==> src/rtl/csa_resolve_pipe.sv <==
// csa_resolve_pipe: carry-propagate stage behind the 32-bit carry-save adder.
// Resolves a redundant (sum, carry) pair into result = sum + (carry << 1).
// The ripple is cut into CHUNK-bit slices with one register per slice.
// An output register sits after the last slice.
//
// Handshake: a transfer happens on a rising edge where valid && ready.
// The upstream side may move in_sum/in_carry freely while in_valid=0.
// The downstream side holds out_result/out_valid stable while
// out_valid && !out_ready.
// in_ready is combinational from out_valid and out_ready only. It never
// depends on in_valid.
//
// The whole pipe advances together on one global enable (adv). Empty slots
// (bubbles) are not collapsed; they travel through the pipe like data.
module csa_resolve_pipe #(
  parameter int WIDTH = 32,
  parameter int CHUNK = 8
) (
  input  logic             clk,
  input  logic             rst,
  input  logic             in_valid,
  output logic             in_ready,
  input  logic [WIDTH-1:0] in_sum,
  input  logic [WIDTH-1:0] in_carry,
  output logic             out_valid,
  input  logic             out_ready,
  output logic [WIDTH+1:0] out_result,
  output logic             busy
);

  localparam int STAGES = WIDTH / CHUNK;

  logic adv;

  // Per-slice pipeline registers. res_q fills from the top: each slice
  // shifts its chunk in at the MSB end, so after the last slice the chunks
  // sit in their natural order.
  logic [STAGES-1:0] v_q;
  logic [STAGES-1:0] cy_q;
  logic [WIDTH-1:0]  res_q [STAGES];

  // Operand bits not yet consumed, right-aligned. The last slice has no
  // successor, so it only keeps the top bit of the shifted carry vector.
  logic [WIDTH-1:0]  a_q [STAGES-1];
  logic [WIDTH:0]    b_q [STAGES-1];
  logic              bt_q;

  // Inputs seen by each slice this cycle.
  logic [STAGES-1:0] v_src;
  logic [STAGES-1:0] cy_src;
  logic [WIDTH-1:0]  a_src   [STAGES];
  logic [WIDTH-1:0]  res_src [STAGES];
  logic [WIDTH:0]    b_src   [STAGES];
  logic [CHUNK:0]    sum     [STAGES];

  // Global advance: the pipe stalls only when a finished result is refused.
  always_comb begin
    adv      = !(out_valid && !out_ready);
    in_ready = adv;
    busy     = out_valid || (|v_q);
  end

  // Route each slice's inputs and add one CHUNK-bit slice per stage.
  always_comb begin
    v_src[0]   = in_valid;
    cy_src[0]  = 1'b0;
    a_src[0]   = in_sum;
    b_src[0]   = {in_carry, 1'b0};
    res_src[0] = '0;
    for (int k = 1; k < STAGES; k++) begin
      v_src[k]   = v_q[k-1];
      cy_src[k]  = cy_q[k-1];
      a_src[k]   = a_q[k-1];
      b_src[k]   = b_q[k-1];
      res_src[k] = res_q[k-1];
    end
    for (int k = 0; k < STAGES; k++) begin
      sum[k] = {1'b0, a_src[k][CHUNK-1:0]}
             + {1'b0, b_src[k][CHUNK-1:0]}
             + {{CHUNK{1'b0}}, cy_src[k]};
    end
  end

  // Pipeline and output registers: reset clears everything; otherwise all
  // slots load from their predecessor together whenever adv is high.
  always_ff @(posedge clk) begin
    if (rst) begin
      v_q        <= '0;
      cy_q       <= '0;
      bt_q       <= 1'b0;
      out_valid  <= 1'b0;
      out_result <= '0;
      for (int k = 0; k < STAGES; k++) begin
        res_q[k] <= '0;
      end
      for (int k = 0; k < STAGES - 1; k++) begin
        a_q[k] <= '0;
        b_q[k] <= '0;
      end
    end else if (adv) begin
      for (int k = 0; k < STAGES; k++) begin
        v_q[k]   <= v_src[k];
        cy_q[k]  <= sum[k][CHUNK];
        res_q[k] <= {sum[k][CHUNK-1:0], res_src[k][WIDTH-1:CHUNK]};
      end
      for (int k = 0; k < STAGES - 1; k++) begin
        a_q[k] <= {{CHUNK{1'b0}}, a_src[k][WIDTH-1:CHUNK]};
        b_q[k] <= {{CHUNK{1'b0}}, b_src[k][WIDTH:CHUNK]};
      end
      // After the last slice the only unresolved operand bit is b[WIDTH].
      bt_q       <= b_src[STAGES-1][CHUNK];
      out_valid  <= v_q[STAGES-1];
      out_result <= {{1'b0, bt_q} + {1'b0, cy_q[STAGES-1]}, res_q[STAGES-1]};
    end
  end

endmodule

==> config.mk <==
export PLATFORM = sky130hd
export DESIGN_NAME = csa_resolve_pipe
export DESIGN_NICKNAME = d
export VERILOG_FILES = /design/src/rtl/csa_resolve_pipe.sv
export SDC_FILE = /design/constraint.sdc
export NUM_CORES = 1
export LEC_CHECK = 0
export CORE_UTILIZATION = 50
export CTS_BUF_LIST = sky130_fd_sc_hd__clkbuf_16
export CTS_CLUSTER_SIZE = 14
export DETAILED_ROUTE_END_ITERATION = 12
export PLACE_DENSITY = 0.82
export SLEW_MARGIN = 40
export SYNTH_ARGS = -nofsm -noshare
export SYNTH_HDL_FRONTEND = slang
export SYNTH_SLANG_ARGS = --single-unit
==> constraint.sdc <==
create_clock -name clk -period 8.43 [get_ports clk]
set_clock_uncertainty 0.2 [all_clocks]
set_input_delay 1.686 -clock clk [delete_from_list [all_inputs] [get_ports clk]]
set_output_delay 1.686 -clock clk [all_outputs]
set_load 0.01 [all_outputs]
==> key figures <==
Floorplan
  – # rows: 50
  – Core area: 0.0188 mm2
  – Die Wd: ~140 um
  – Initial core utilization: 51.5%
  – Ports: 105
  – Die height: 141 um
  – DIE AREA: around 0.02 mm2

Drt
  – # DRC: 0
  – WL per Instance: 14.8 um
  – Vias: 6154
  – Vias/cell: roughly 5.4
  – Initial DRC count: around 400
  – Routed Wire Length: 16900 um
  – Remaining antenna violation count after routing: 0
  – Detailed Routing Iterations Pass 1: 6

Global route
  – Vias in the first global route: 5692
  – Initial antenna violation count: 0
  – Largest net degree at the start of global routing: 145
  – Wire length of the first global-routing pass: 27900 um
  – Total GRT Usage: 17.3%
  – GRT Residual Overflow: 0

Placed design
  – RD Place Congestion: 0.844
  – IO Port Bufs: 104
  – Dpl cells: between 1000 and 1500
  – HPWL Detailed: 10400 um

STA
  – Setup violators final: 0
  – Final Cycle Share: about two thirds
  – Worst-margin pin slew: 749 ps
  – Final Max Tran Viols: 0
  – Post-layout min period: 5600 ps
  – RSZ-0062 raised after global routing: no
  – Final TNS setup: 0 ps
  – Endpoints failing hold: 0
  – Rel. slew slack: between 50% and 60%
  – FMAX: about 180 MHz

Clocking
  – Clk buf depth: 3
  – CTS H-Tree Depth: 1
  – Hold buffers post-CTS: 0
  – CTS tree: yes
  – Post-CTS sizing: 0
  – Total CTS buffers: 22
  – Post CTS Setup Buffer Count: 0
  – Worst skew pair latency: between 400 and 500 ps
  – Clock Tree Root: clkbuf_16
  – CTS sink count: 223
  – CTS clk-pin slew, worst paths: 60 ps

Synthesis
  – Ys flop type: edfxtp_1
  – Most common cell in the synthesized netlist: edfxtp_1
  – Syn_nets: 891
  – EDFF count, synth: 179
  – Gate count after technology mapping: 787
  – Ys Warns: 0
  – Asr flop ratio synth: 0%
  – Sequential-to-total area share from yosys stat: between 60% and 70%
  – Post-synthesis cell type count: 52
  – Cell taking the most area after synthesis: edfxtp_1
  – Yosys reg bits: between 200 and 250
  – Synth area leaders: edfxtp_1 (55%), and3_1 (10%), dfxtp_1 (9.1%), ha_1 (3.7%), nand2_1 (3.6%)
  – Top cell type's share of synthesized area: 55.5%
  – Netlist Area Pre-Place: 0.00969 mm2
  – Synth top cells by count: edfxtp_1 (179), and3_1 (157), nand2_1 (92)
  – Post-Synthesis Mean Instance Area: ~12 um2

Final layout
  – Diode count: 0
  – Final std cells w/o fill: 1139
  – Fill count: 1432
  – Final Core Density: between 60% and 70%
  – Share of cells above drive strength 1: 5.01%
  – Area growth syn-to-layout: 18.9%
  – Nets: 967

Critical path
  – Required @ worst endpoint: 6540 ps
  – CP Class: in -> out
  – Worst path max stage delay: 570 ps
  – Worst setup SP type: input pin
  – Cell with the largest stage delay on the worst path: clkdlybuf4s50_1
  – Worst Path Max Fanout: 61
  – Worst path cell trace: clkdlybuf4s50_1 -> nor2b_4 -> buf_4 -> inv_4 -> clkdlybuf4s50_1
  – Crit. End Element: output pin
  – Top cell by count, worst path: clkdlybuf4s50_1
  – Crit path DAT: 3710 ps

Power
  – Power Total: 0.00229 W
  – Pwr/cell area: just under 200 mW/mm2
  – Worst VDD drop: approximately 0.13 mV
  – Leakage power: roughly 5.0 nW

Min path
  – Hold/Removal Path Class: reg -> reg

Flow run
  – Max cap viols: 0

Outcome
  – Run status: completed
==> sequential cells by signal, summed over array words and instances, names as in the netlist <==
| register | flops |
|---|---|
| b_q | 51 |
| out_result | 34 |
| a_q | 48 |
| out_valid | 1 |
| res_q | 80 |
| v_q | 4 |
| bt_q | 1 |
| cy_q | 4 |
==> kinds of logic (layout without fill, tap and decap cells) <==
kind of cell / after synthesis / count (layout) / share of synthesized area, %
AND/OR/NAND/NOR: 342 / 342 / 19.4
flip-flops: 223 / 223 / 64.5
AO/OA/AOI/OAI: 110 / 110 / 7.31
buffers and inverters: 71 / 163 / 3.09
adder cells (fa/ha/maj): 36 / 36 / 5.19
XOR/XNOR: 3 / 3 / 0.271
multiplexers: 2 / 2 / 0.207
==> stage by stage <==
step | hold slack, ps | area (um2) | worst slack [ps]
floorplan | 236 | 9690 | 1530
detailed placement | 246 | 10900 | 2810
global placement | 239 | 10900 | 2850
finish | 250 | 11500 | 2830
global route | 262 | 11500 | 2700
CTS | 252 | 11500 | 2810
==> critical path, delay by kind of cell <==
family                 cells  cell delay [ps]
AND/OR/NAND/NOR            1              110
buffers and inverters      4             1890
==> final timing paths <==
kind | startpoint | end | slack [ps] | depth (start not counted)
max | out_ready | in_ready | 2830 | 5
min | out_result[19] | out_result[19] | 250 | 2
max reg2reg | out_valid | res_q[1][29] | 5370 | 7
min reg2reg | out_result[19] | out_result[19] | 250 | 2
==> layout make-up <==
| class | count | area (um2) | area share, % |
|---|---|---|---|
| well taps | 260 | 325 | 2.82 |
| inverters | 12 | 48.8 | 0.423 |
| clock inverters | 17 | 66.3 | 0.575 |
| repair buffers | 111 | 1110 | 9.61 |
| flip-flops and latches | 223 | 6260 | 54.3 |
| multi-input cells | 493 | 3140 | 27.3 |
| clock buffers | 23 | 576 | 4.99 |
==> report_power, final <==
part           leakage, nW  internal (W)  switching [W]
clock                0.354      0.000489       0.000370
combinational         2.12     0.0000896      0.0000807
sequential            2.48       0.00125      0.0000177
==> per-layer routing <==
metal / share of wire, % / track usage (%) / vias to the layer above
met1: 46 / 24.8 / 2852
met5: 0 / 0 / -
li1: - / - / 3081
met4: 1.7 / 4.81 / 0
met2: 46 / 27.1 / 198
met3: 6.1 / 2.99 / 23
==> cells in the final DEF, fill, tap and decap left out, types with 4 or more instances in the layout <==
master,instances
fa_1,7
o211ai_1,4
o21ai_0,12
edfxtp_1,179
dfxtp_1,44
nor4b_1,7
nor3_1,12
ha_1,29
buf_4,5
a211oi_1,9
clkdlybuf4s50_1,103
o2111ai_1,4
clkbuf_16,23
nor3b_1,5
clkinv_1,4
nand3_1,15
and3_1,157
nor2b_1,4
nand2b_1,7
a21o_1,7
nand2_1,91
or4_1,4
nor2_1,23
inv_1,19
a21oi_1,47
(Power assumes the default switching activity.)
